**config.mk**
```make
export PLATFORM = sky130hd
export DESIGN_NAME = shft_pipe_flat
export DESIGN_NICKNAME = d
export VERILOG_FILES = /design/src/rtl/shft_pipe_if.sv /design/src/rtl/shft_pipe.sv /design/src/flat_wrapper.sv
export SDC_FILE = /design/constraint.sdc
export NUM_CORES = 1
export LEC_CHECK = 0
export BUFFER_PORTS_ARGS = -buffer_cell sky130_fd_sc_hd__buf_2
export CORE_ASPECT_RATIO = 0.5
export CORE_MARGIN = 4
export CORE_UTILIZATION = 49
export DETAILED_ROUTE_END_ITERATION = 12
export HOLD_SLACK_MARGIN = 0.15
export PLACE_DENSITY = 0.84
export SKIP_CTS_REPAIR_TIMING = 1
export SYNTH_ARGS = -nofsm -noshare
export SYNTH_HDL_FRONTEND = slang
export SYNTH_SLANG_ARGS = --single-unit
```
**constraint.sdc**
```tcl
create_clock -name clk -period 1.9 [get_ports clk]
set_clock_uncertainty 0.2 [all_clocks]
set_input_delay 0.19 -clock clk [delete_from_list [all_inputs] [get_ports clk]]
set_output_delay 0.19 -clock clk [all_outputs]
set_load 0.01 [all_outputs]
```
**src/rtl/shft_pipe_if.sv**
```systemverilog
// Operand/result handshake bundle for shft_pipe.
// slave = the shifter, master = its producer/consumer.
interface shft_pipe_if #(
    parameter int WIDTH = 16,
    parameter int CNT_W = $clog2(WIDTH)
);
    logic             in_valid;
    logic             in_ready;
    logic [WIDTH-1:0] in_data;
    logic [CNT_W-1:0] in_cnt;
    logic [2:0]       in_mode;
    logic             out_valid;
    logic             out_ready;
    logic [WIDTH-1:0] out_data;
    logic             out_carry;
    logic             out_zero;

    modport master (
        output in_valid, in_data, in_cnt, in_mode, out_ready,
        input  in_ready, out_valid, out_data, out_carry, out_zero
    );

    modport slave (
        input  in_valid, in_data, in_cnt, in_mode, out_ready,
        output in_ready, out_valid, out_data, out_carry, out_zero
    );
endinterface

```
**src/rtl/shft_pipe.sv**
```systemverilog
// Pipelined log barrel shifter/rotator with valid/ready on both sides.
// Define SHFT_PIPE_ROTATE_EN to implement ROL/ROR; otherwise they pass the operand through.
module shft_pipe #(
    parameter int WIDTH = 16,
    parameter int PIPE  = 2
) (
    input logic       clk,
    input logic       rst_n,
    shft_pipe_if.slave bus
);
    localparam int CNT_W = $clog2(WIDTH);
    localparam int LPS   = (CNT_W + PIPE - 1) / PIPE;

    typedef struct packed {
        logic [WIDTH-1:0] data;
        logic [CNT_W-1:0] cnt;
        logic [2:0]       mode;
        logic             carry;
    } stg_t;

    // One mux level: shift by 2^k. Carry is the last bit pushed out by this level,
    // so the highest applied level leaves the overall last-out bit behind.
    function automatic stg_t lvl(input stg_t s, input int k);
        stg_t             r;
        logic [WIDTH-1:0] tmp;
        int               sh;
        r   = s;
        sh  = 1 << k;
        tmp = '0;
        case (s.mode)
            3'b000: begin
                r.data  = s.data << sh;
                tmp     = s.data >> (WIDTH - sh);
                r.carry = tmp[0];
            end
            3'b001: begin
                r.data  = s.data >> sh;
                tmp     = s.data >> (sh - 1);
                r.carry = tmp[0];
            end
            3'b010: begin
                r.data  = $signed(s.data) >>> sh;
                tmp     = s.data >> (sh - 1);
                r.carry = tmp[0];
            end
`ifdef SHFT_PIPE_ROTATE_EN
            3'b011: begin
                r.data  = (s.data << sh) | (s.data >> (WIDTH - sh));
                r.carry = r.data[0];
            end
            3'b100: begin
                r.data  = (s.data >> sh) | (s.data << (WIDTH - sh));
                r.carry = r.data[WIDTH-1];
            end
`endif
            default: ;
        endcase
        return r;
    endfunction

    logic [PIPE-1:0]   vld_q;
    logic [PIPE:0]     vld_pipe;
    logic [PIPE-1:0]   ld;
    stg_t              stg_in;
    stg_t [PIPE-1:0]   stg_q;
    stg_t [PIPE-1:0]   stg_d;
    stg_t [PIPE:0]     stg_s;
    logic              zero_q;

    assign stg_in   = '{data: bus.in_data, cnt: bus.in_cnt, mode: bus.in_mode, carry: 1'b0};
    assign stg_s    = {stg_q, stg_in};
    assign vld_pipe = {vld_q, bus.in_valid};

    // A stage may load if any stage downstream of it (inclusive) has a hole,
    // or the consumer is draining the tail this cycle.
    for (genvar j = 0; j < PIPE; j++) begin : g_ld
        assign ld[j] = bus.out_ready || !(&vld_q[PIPE-1:j]);
    end

    always_comb begin
        stg_d = '0;
        for (int j = 0; j < PIPE; j++) begin
            stg_d[j] = stg_s[j];
            for (int k = j * LPS; k < CNT_W && k < (j + 1) * LPS; k++) begin
                if (stg_s[j].cnt[k]) stg_d[j] = lvl(stg_d[j], k);
            end
        end
    end

    always_ff @(posedge clk or negedge rst_n) begin
        if (!rst_n) begin
            vld_q  <= '0;
            stg_q  <= '0;
            zero_q <= 1'b0;
        end else begin
            for (int j = 0; j < PIPE; j++) begin
                if (ld[j]) begin
                    vld_q[j] <= vld_pipe[j];
                    if (vld_pipe[j]) stg_q[j] <= stg_d[j];
                end
            end
            if (ld[PIPE-1] && vld_pipe[PIPE-1])
                zero_q <= (stg_d[PIPE-1].data == '0);
        end
    end

    assign bus.in_ready  = ld[0];
    assign bus.out_valid = vld_q[PIPE-1];
    assign bus.out_data  = stg_q[PIPE-1].data;
    assign bus.out_carry = stg_q[PIPE-1].carry;
    assign bus.out_zero  = zero_q;
endmodule

```
**src/flat_wrapper.sv**
```systemverilog
// flat-port wrapper written by rule: the top's interface ports become plain ports
module shft_pipe_flat 
#(
    parameter int WIDTH = 16,
    parameter int PIPE  = 2
)
  (clk, rst_n, bus_in_valid, bus_in_data, bus_in_cnt, bus_in_mode, bus_out_ready, bus_in_ready, bus_out_valid, bus_out_data, bus_out_carry, bus_out_zero);
  shft_pipe_if #(.WIDTH(WIDTH)) bus_i ();
  input logic clk;
  input logic rst_n;
  input wire logic [$bits(bus_i.in_valid)-1:0] bus_in_valid;
  input wire logic [$bits(bus_i.in_data)-1:0] bus_in_data;
  input wire logic [$bits(bus_i.in_cnt)-1:0] bus_in_cnt;
  input wire logic [$bits(bus_i.in_mode)-1:0] bus_in_mode;
  input wire logic [$bits(bus_i.out_ready)-1:0] bus_out_ready;
  output wire logic [$bits(bus_i.in_ready)-1:0] bus_in_ready;
  output wire logic [$bits(bus_i.out_valid)-1:0] bus_out_valid;
  output wire logic [$bits(bus_i.out_data)-1:0] bus_out_data;
  output wire logic [$bits(bus_i.out_carry)-1:0] bus_out_carry;
  output wire logic [$bits(bus_i.out_zero)-1:0] bus_out_zero;
  assign bus_i.in_valid = bus_in_valid;
  assign bus_i.in_data = bus_in_data;
  assign bus_i.in_cnt = bus_in_cnt;
  assign bus_i.in_mode = bus_in_mode;
  assign bus_i.out_ready = bus_out_ready;
  assign bus_in_ready = bus_i.in_ready;
  assign bus_out_valid = bus_i.out_valid;
  assign bus_out_data = bus_i.out_data;
  assign bus_out_carry = bus_i.out_carry;
  assign bus_out_zero = bus_i.out_zero;
  shft_pipe #(.WIDTH(WIDTH), .PIPE(PIPE)) u_core (.clk(clk), .rst_n(rst_n), .bus(bus_i));
endmodule
```
==> reports/qor.csv, run 1 <==
stage;metric;value;unit
floorplanning;die width;123;um
synth;Synth area leader;dfrtp_1;
cts;Clk Latency, worst-skew pair;290;ps
pwr;Switching Share;38.7;%
worst_setup_path;WS Path Type;reg2reg;
route;via count;3860;
synth;top cells by count, synth;nand2_1, dfrtp_1, o21ai_0;
finish;Antenna diodes;0;
pwr;pwr dens;910;nW/um^2
synth;predominant post-synthesis flop cell;dfrtp_1;
synth;leading cell type by number of instances after synthesis;nand2_1;
synth;Distinct cells, synth;49;
cts;CTS tree;built;
synth;Yosys warnings;0;
floorplanning;die area;8110;sq um
synth;XOR/XNOR Fraction of Synth Area;0.536;%
synth;Synth Register Bits;42;
worst_setup_path;Worst setup EP type;flop;
floorplanning;initial core utilization;52.2;%
finish;multi-input logic area;2170;sq um
job;Max Cap Viol;0;
timing;Slew Limit Fails;0;
timing;min cycle time layout;2190;ps
grt;vias in the first global route;3397;
worst_setup_path;crit-path most repeated cell;buf_4;
timing;setup ws final;-292;ps
synth;largest family of logic cells by synthesized area;compound AO/OA/AOI/OAI gates;
synth;Post-synth EDFFs;0;
synth;fraction of synthesized area in multiplexers;3.37;%
worst_setup_path;Worst Path Arrival;2190;ps
finish;fin util;74.8;%
timing;worst rel slew slack;65.1;%
place;port bufs;46;
place;gpl congestion;1.01;
finish;FF/Latch Area;1050;sq um
floorplanning;die height;65.7;um
synth;post-synthesis compound-gate area fraction;33.6;%
grt;first-pass GRT wire length;16900;um
synth;synthesized cell area;3270;sq um
worst_setup_path;r2r setup slk;-290;ps
worst_setup_path;FF-to-FF End;u_core.bus.out_zero;
pwr;Sw Pwr;1650;uW
synth;Synth top area share;32.2;%
worst_hold_path;Hold Path Origin;bus_out_ready;
route;drt pass-1 iters;5;
grt;grt total ovfl;0;
finish;Fillers;464;
worst_setup_path;worst-path cell chain;nor2b_1, buf_4, buf_4, nand3_1, a32oi_2, a2111oi_4, nand4_1, o31ai_1;
timing;FMAX;456;MHz
grt;global router's overall resource usage;25.9;%
route;Avg WL per Cell;18.2;um
worst_setup_path;Data required, critical path;1890;ps
route;final wirelength;11500;um
finish;layout net count;570;
floorplanning;Core Region;6260;sq um
run_status;failing checks;setup timing;
worst_setup_path;worst-path fanout max;6;
timing;Final Hold Vio Count;0;
synth;Adder-Cell Fraction of Synth Area;0;%
grt;pin count of the biggest net entering global routing;43;
synth;Mapped Cells;427;
synth;Post-Synth Simple-Gate Area;19.7;%
place;Final HPWL DP;7950;um
finish;share of post-route cells with drive strength above 1;41.5;%
route;DRC violation count after routing;0;
pwr;Leak Pwr;0.00209;uW
cts;CTS Sinks;42;
worst_hold_path;hold path cells;4;
synth;largest cells by area after synthesis;dfrtp_1, o21ai_0, nand2_1;
timing;RSZ-0062 raised after global routing;yes;
timing;final clock period utilization by the worst path;115;%
pwr;Comb pwr share;49.8;%
cts;H-tree depth;2;
worst_hold_path;Endpoint, Worst Hold;u_core.bus.out_data[7];
worst_setup_path;slowest CP cell;dfrtp_1;
route;drt first-iter violations;350;
timing;final setup fails;15;
route;via/cell ratio;6.11;
grt;initial antenna violation count;0;
worst_hold_path;type of the worst min-delay path;in2reg;
timing;Tightest Pin Transition;524;ps
worst_setup_path;Reg2Reg Depth;8;
synth;Post-synth ARST share;100;%
synth;Mapped Avg Cell Area;7.65;sq um
route;number of nets with antenna violations after routing;0;
floorplanning;Rows;20;
floorplanning;I/O pin cnt;47;
cts;Clock Path Buffers;2;
synth;Synthesized Nets;454;
pwr;Seq pwr share;30.4;%
cts;clock root cell;clkbuf_16;
worst_setup_path;Worst path max stage delay;400;ps
synth;Seq/Total Area, Yosys;32.2;%
pwr;PnR Total Power;4260;uW
cts;number of buffers created by CTS;5;
cts;CTS clk-pin slew, worst paths;60;ps
run_status;status;finished with violations;
finish;Area Overhead vs Synth;43.3;%
pwr;Pint;2610;uW
worst_setup_path;RR Startpoint;u_core.stg_q[6];
pwr;clock share of power;19.8;%
worst_setup_path;Startpoint Class;flop;
pwr;maximum VDD drop;0.437;mV
## worst max-delay path by stage
stage,cells past startpoint,from,slack [ps],end
2_1_floorplan,8,u_core.stg_q[1],-60,u_core.bus.out_zero
3_3_place_gp,7,u_core.stg_q[2],-260,u_core.bus.out_zero
3_5_place_dp,7,u_core.stg_q[2],-310,u_core.bus.out_zero
4_1_cts,7,u_core.stg_q[2],-330,u_core.bus.out_zero
5_1_grt,7,u_core.stg_q[2],-400,u_core.bus.out_zero
6_report,8,u_core.stg_q[6],-290,u_core.bus.out_zero
## power by group through the flow
stage          combinational [uW]  sequential [uW]  clock, uW
6_report                     2120             1290        843
3_5_place_dp                 1720             1300          0
2_1_floorplan                1100             1240          0
5_1_grt                      2290             1310        883
3_3_place_gp                 1710             1290          0
4_1_cts                      1730             1280        838
## per-layer routing
layer,routed length [um],vias up,global-route usage [%]
li1,-,1800,-
met5,0,-,0
met4,282,0,4.14
met2,5320,190,42.2
met3,866,28,3.96
met1,5040,1842,37.1
## cell usage in the layout, fill, tap and decap left out, types with 3 or more instances in the layout
cell type | netlist | layout
o21ai_1 | 4 | 16
inv_1 | 21 | 21
a21oi_2 | 0 | 9
dfrtp_1 | 42 | 40
nand2_1 | 53 | 51
nor2b_1 | 8 | 6
nand3_1 | 18 | 13
o221ai_1 | 4 | 3
o21ai_2 | 0 | 5
clkbuf_16 | 0 | 5
dlygate4sd3_1 | 0 | 7
a21oi_1 | 31 | 22
a31oi_2 | 0 | 4
nand3_2 | 0 | 5
nor3_1 | 7 | 7
o21ai_0 | 42 | 24
o31ai_1 | 6 | 4
nand2b_1 | 9 | 7
buf_2 | 11 | 46
a22oi_1 | 18 | 16
o22ai_1 | 12 | 12
a31oi_1 | 8 | 4
a221oi_2 | 0 | 3
o32ai_1 | 14 | 14
buf_4 | 16 | 97
buf_6 | 2 | 3
mux2_2 | 8 | 8
a32oi_2 | 0 | 3
o211a_1 | 4 | 4
nor2_1 | 26 | 25
## logic make-up (layout without fill, tap and decap cells)
family | after synthesis | in the layout
DFF | 42 | 42
xor gates and xnor gates | 2 | 2
muxes | 10 | 10
AOI/OAI and AO/OA | 167 | 167
and+or+nand+nor | 137 | 137
buffers and inverters | 69 | 186
## worst max-delay path, delay by kind of cell, from the launching register on
family	cells	cell delay (ps)
AOI/OAI and AO/OA	3	720
and+or+nand+nor	3	440
buffers and inverters	2	330
DFF	1	400
## state kept, by name, summed over array words and instances (netlist names)
name	cells
u_core.stg_q	22
u_core.bus.out_data	16
u_core.vld_q	2
u_core.bus.out_carry	1
u_core.bus.out_zero	1
## layout make-up
cell class              count  area share [%]
clock inverters             2           0.294
flip-flops and latches     42            22.5
repair buffers            157            24.0
inverters                  21            1.68
multi-input cells         316            46.4
well taps                  88            2.35
clock buffers               6            2.75
## through the flow
step / instance area (sq um) / hold slack [ps] / TNS [ps] / worst slack [ps] / instances
finish: 4680 / 119 / -1850 / -292 / 632
global route: 4680 / 163 / -3240 / -400 / 632
CTS: 4220 / -210 / -2700 / -331 / 611
detailed placement: 4080 / 90.9 / -3850 / -307 / 603
global placement: 4080 / 72.8 / -2630 / -263 / 603
floorplan: 3330 / -306 / -55.3 / -55.3 / 427
(Power assumes the default switching activity.)
==> run 2: changes to the inputs <==
--- a/config.mk
+++ b/config.mk
@@ -12,6 +12,7 @@
 export DETAILED_ROUTE_END_ITERATION = 12
 export HOLD_SLACK_MARGIN = 0.15
 export PLACE_DENSITY = 0.84
+export SETUP_SLACK_MARGIN = 0.02
 export SKIP_CTS_REPAIR_TIMING = 1
 export SYNTH_ARGS = -nofsm -noshare
 export SYNTH_HDL_FRONTEND = slang
==> run 2 against run 1 <==
  * Critical endpoint unchanged
  * Global-route usage increased by 0.66 points
  * Die area unchanged
  * Combinational power decreased by 5%
  * Clock power decreased by 0.8%
  * Critical path type unchanged
  * Sequential cell count unchanged
  * Cell count decreased by 0.79%
  * First-iteration DRC count increased by 19%
  * Non-clock buffer count decreased by 6
  * The flow still finishes with violations (setup timing)
==> reports/qor.csv, run 2 (synthesis gave the netlist of run 1 again) <==
stage;metric;value;unit
run_status;status;finished with violations;
run_status;failing checks;setup timing;
route;DRC violation count after routing;0;
floorplanning;die area;8110;sq um
worst_setup_path;FF-to-FF End;u_core.bus.out_zero;
route;met2 wire length;4930;um
worst_setup_path;Reg2Reg Depth;8;
worst_setup_path;r2r setup slk;-270;ps
finish;most frequent cells in the layout;buf_4, nand2_1, buf_2, dfrtp_1, o21ai_0;
place;port bufs;46;
finish;non-filler cells, final;627;
finish;Top reg by flops;u_core.stg_q;
place;gpl congestion;1.02;
worst_setup_path;WS Path Type;reg2reg;
worst_setup_path;Data required, critical path;1900;ps
timing;final setup fails;15;
cts;H-tree depth;2;
route;Met3 Wirelength;978;um
worst_setup_path;Worst setup EP type;flop;
timing;Final TNS setup;-1710;ps
cts;Clock Path Buffers;2;
finish;leading cell type in the layout, fill and taps excluded;buf_4;
timing;RSZ-0062 raised after global routing;yes;
timing;FMAX;461;MHz
floorplanning;Rows;20;
cts;Clk Latency, worst-skew pair;290;ps
cts;CTS Sinks;42;
route;via/cell ratio;6.03;
finish;layout net count;565;
worst_hold_path;type of the worst min-delay path;in2reg;
pwr;PnR Total Power;4130;uW
place;Inst Count DP;603;
timing;min cycle time layout;2170;ps
cts;clock root cell;clkbuf_16;
grt;initial antenna violation count;0;
worst_hold_path;Hold Path Origin;bus_out_ready;
worst_setup_path;worst-path cell chain;buf_4, xor2_2, buf_4, nand3_1, a31oi_1, nor4_1, nand4_1, o31ai_1;
worst_setup_path;crit-path most repeated cell;buf_4;
floorplanning;I/O pin cnt;47;
route;drt pass-1 iters;5;
timing;setup ws final;-268;ps
worst_setup_path;RR Startpoint;u_core.stg_q[2];
pwr;Leak Pwr;0.00206;uW
grt;pin count of the biggest net entering global routing;38;
floorplanning;Core Region;6260;sq um
timing;final clock period utilization by the worst path;114;%
worst_setup_path;WP buf/inv;2;
cts;CTS tree;built;
finish;max reg flops;22;
route;number of nets with antenna violations after routing;0;
finish;Area Overhead vs Synth;39.8;%
worst_setup_path;slowest CP cell;dfrtp_2;
floorplanning;die height;65.7;um
worst_setup_path;Worst Path Arrival;2170;ps
cts;number of buffers created by CTS;5;
route;Avg WL per Cell;17.7;um
worst_setup_path;worst-path fanout max;6;
cts;CTS clk-pin slew, worst paths;60;ps
finish;Antenna diodes;0;
route;DR top layer;met4;
place;Final HPWL DP;8130;um
floorplanning;initial core utilization;52.2;%
pwr;pwr dens;904;nW/um^2
timing;Tightest Pin Transition;485;ps
route;via count;3780;
grt;global router's overall resource usage;26.6;%
route;final wirelength;11100;um
grt;vias in the first global route;3408;
timing;worst rel slew slack;67.6;%
floorplanning;die width;123;um
finish;Finished Cell Area;4570;sq um
place;area of placed instances;4090;sq um
job;Max Cap Viol;0;
worst_hold_path;Endpoint, Worst Hold;u_core.bus.out_data[7];
worst_setup_path;Worst path max stage delay;440;ps
worst_setup_path;cell family with most CP delay;simple AND/OR/NAND/NOR gates;
timing;Final Hold Vio Count;0;
worst_setup_path;Startpoint Class;flop;
route;Met1 Routed Length;4880;um
place;Setup WS pre-CTS;-371;ps
route;drt first-iter violations;417;
pwr;maximum VDD drop;0.402;mV
worst_hold_path;hold path cells;4;
grt;first-pass GRT wire length;16900;um
timing;Slew Limit Fails;0;
finish;share of post-route cells with drive strength above 1;38.0;%
grt;grt total ovfl;0;
finish;Fillers;521;
==> run 2: report_power, final <==
| group | leakage, uW | internal [uW] | total (uW) | switching [uW] |
|---|---|---|---|---|
| Clock | 0.0000708 | 487 | 836 | 348 |
| Combinational | 0.00148 | 971 | 2010 | 1040 |
| Sequential | 0.000507 | 1100 | 1280 | 181 |
==> run 2: layout make-up <==
type                       count  area [sq um]  share of cell area, %
tap                           88           110                   2.41
sequential                    42          1050                   23.1
timing repair buffer         151          1080                   23.6
clock inverter                 2          13.8                  0.301
inverter                      21          78.8                   1.73
clock buffer                   6           129                   2.82
multi-input combinational    317          2100                   46.1
==> run 2: tightest hold or removal path, stage by stage <==
cell      delay (ps)
buf_2             80
nand2b_1         140
a21oi_1           80
nor2_1            70
==> run 2: metal layers <==
metal,up-vias,global-route usage [%]
met5,-,0
met4,0,8.00
met3,29,4.30
met2,212,41.7
met1,1748,37.7
li1,1791,-
==> run 2: how the worst max path moves through the flow <==
stage                          startpoint                   to  cells after the start
after floorplan           u_core.stg_q[1]  u_core.bus.out_zero                      8
after global placement    u_core.stg_q[1]  u_core.bus.out_zero                      7
after detailed placement  u_core.stg_q[1]  u_core.bus.out_zero                      7
after CTS                 u_core.stg_q[1]  u_core.bus.out_zero                      7
after global routing      u_core.stg_q[1]  u_core.bus.out_zero                      7
final                     u_core.stg_q[2]  u_core.bus.out_zero                      8
==> run 2: stage by stage <==
stage	utilization (%)	hold slack, ps
after detailed placement	65.4	-177
after floorplan	-	-306
after global routing	73.0	183
after global placement	65.4	-187
after CTS	67.6	-475
final	73.0	110
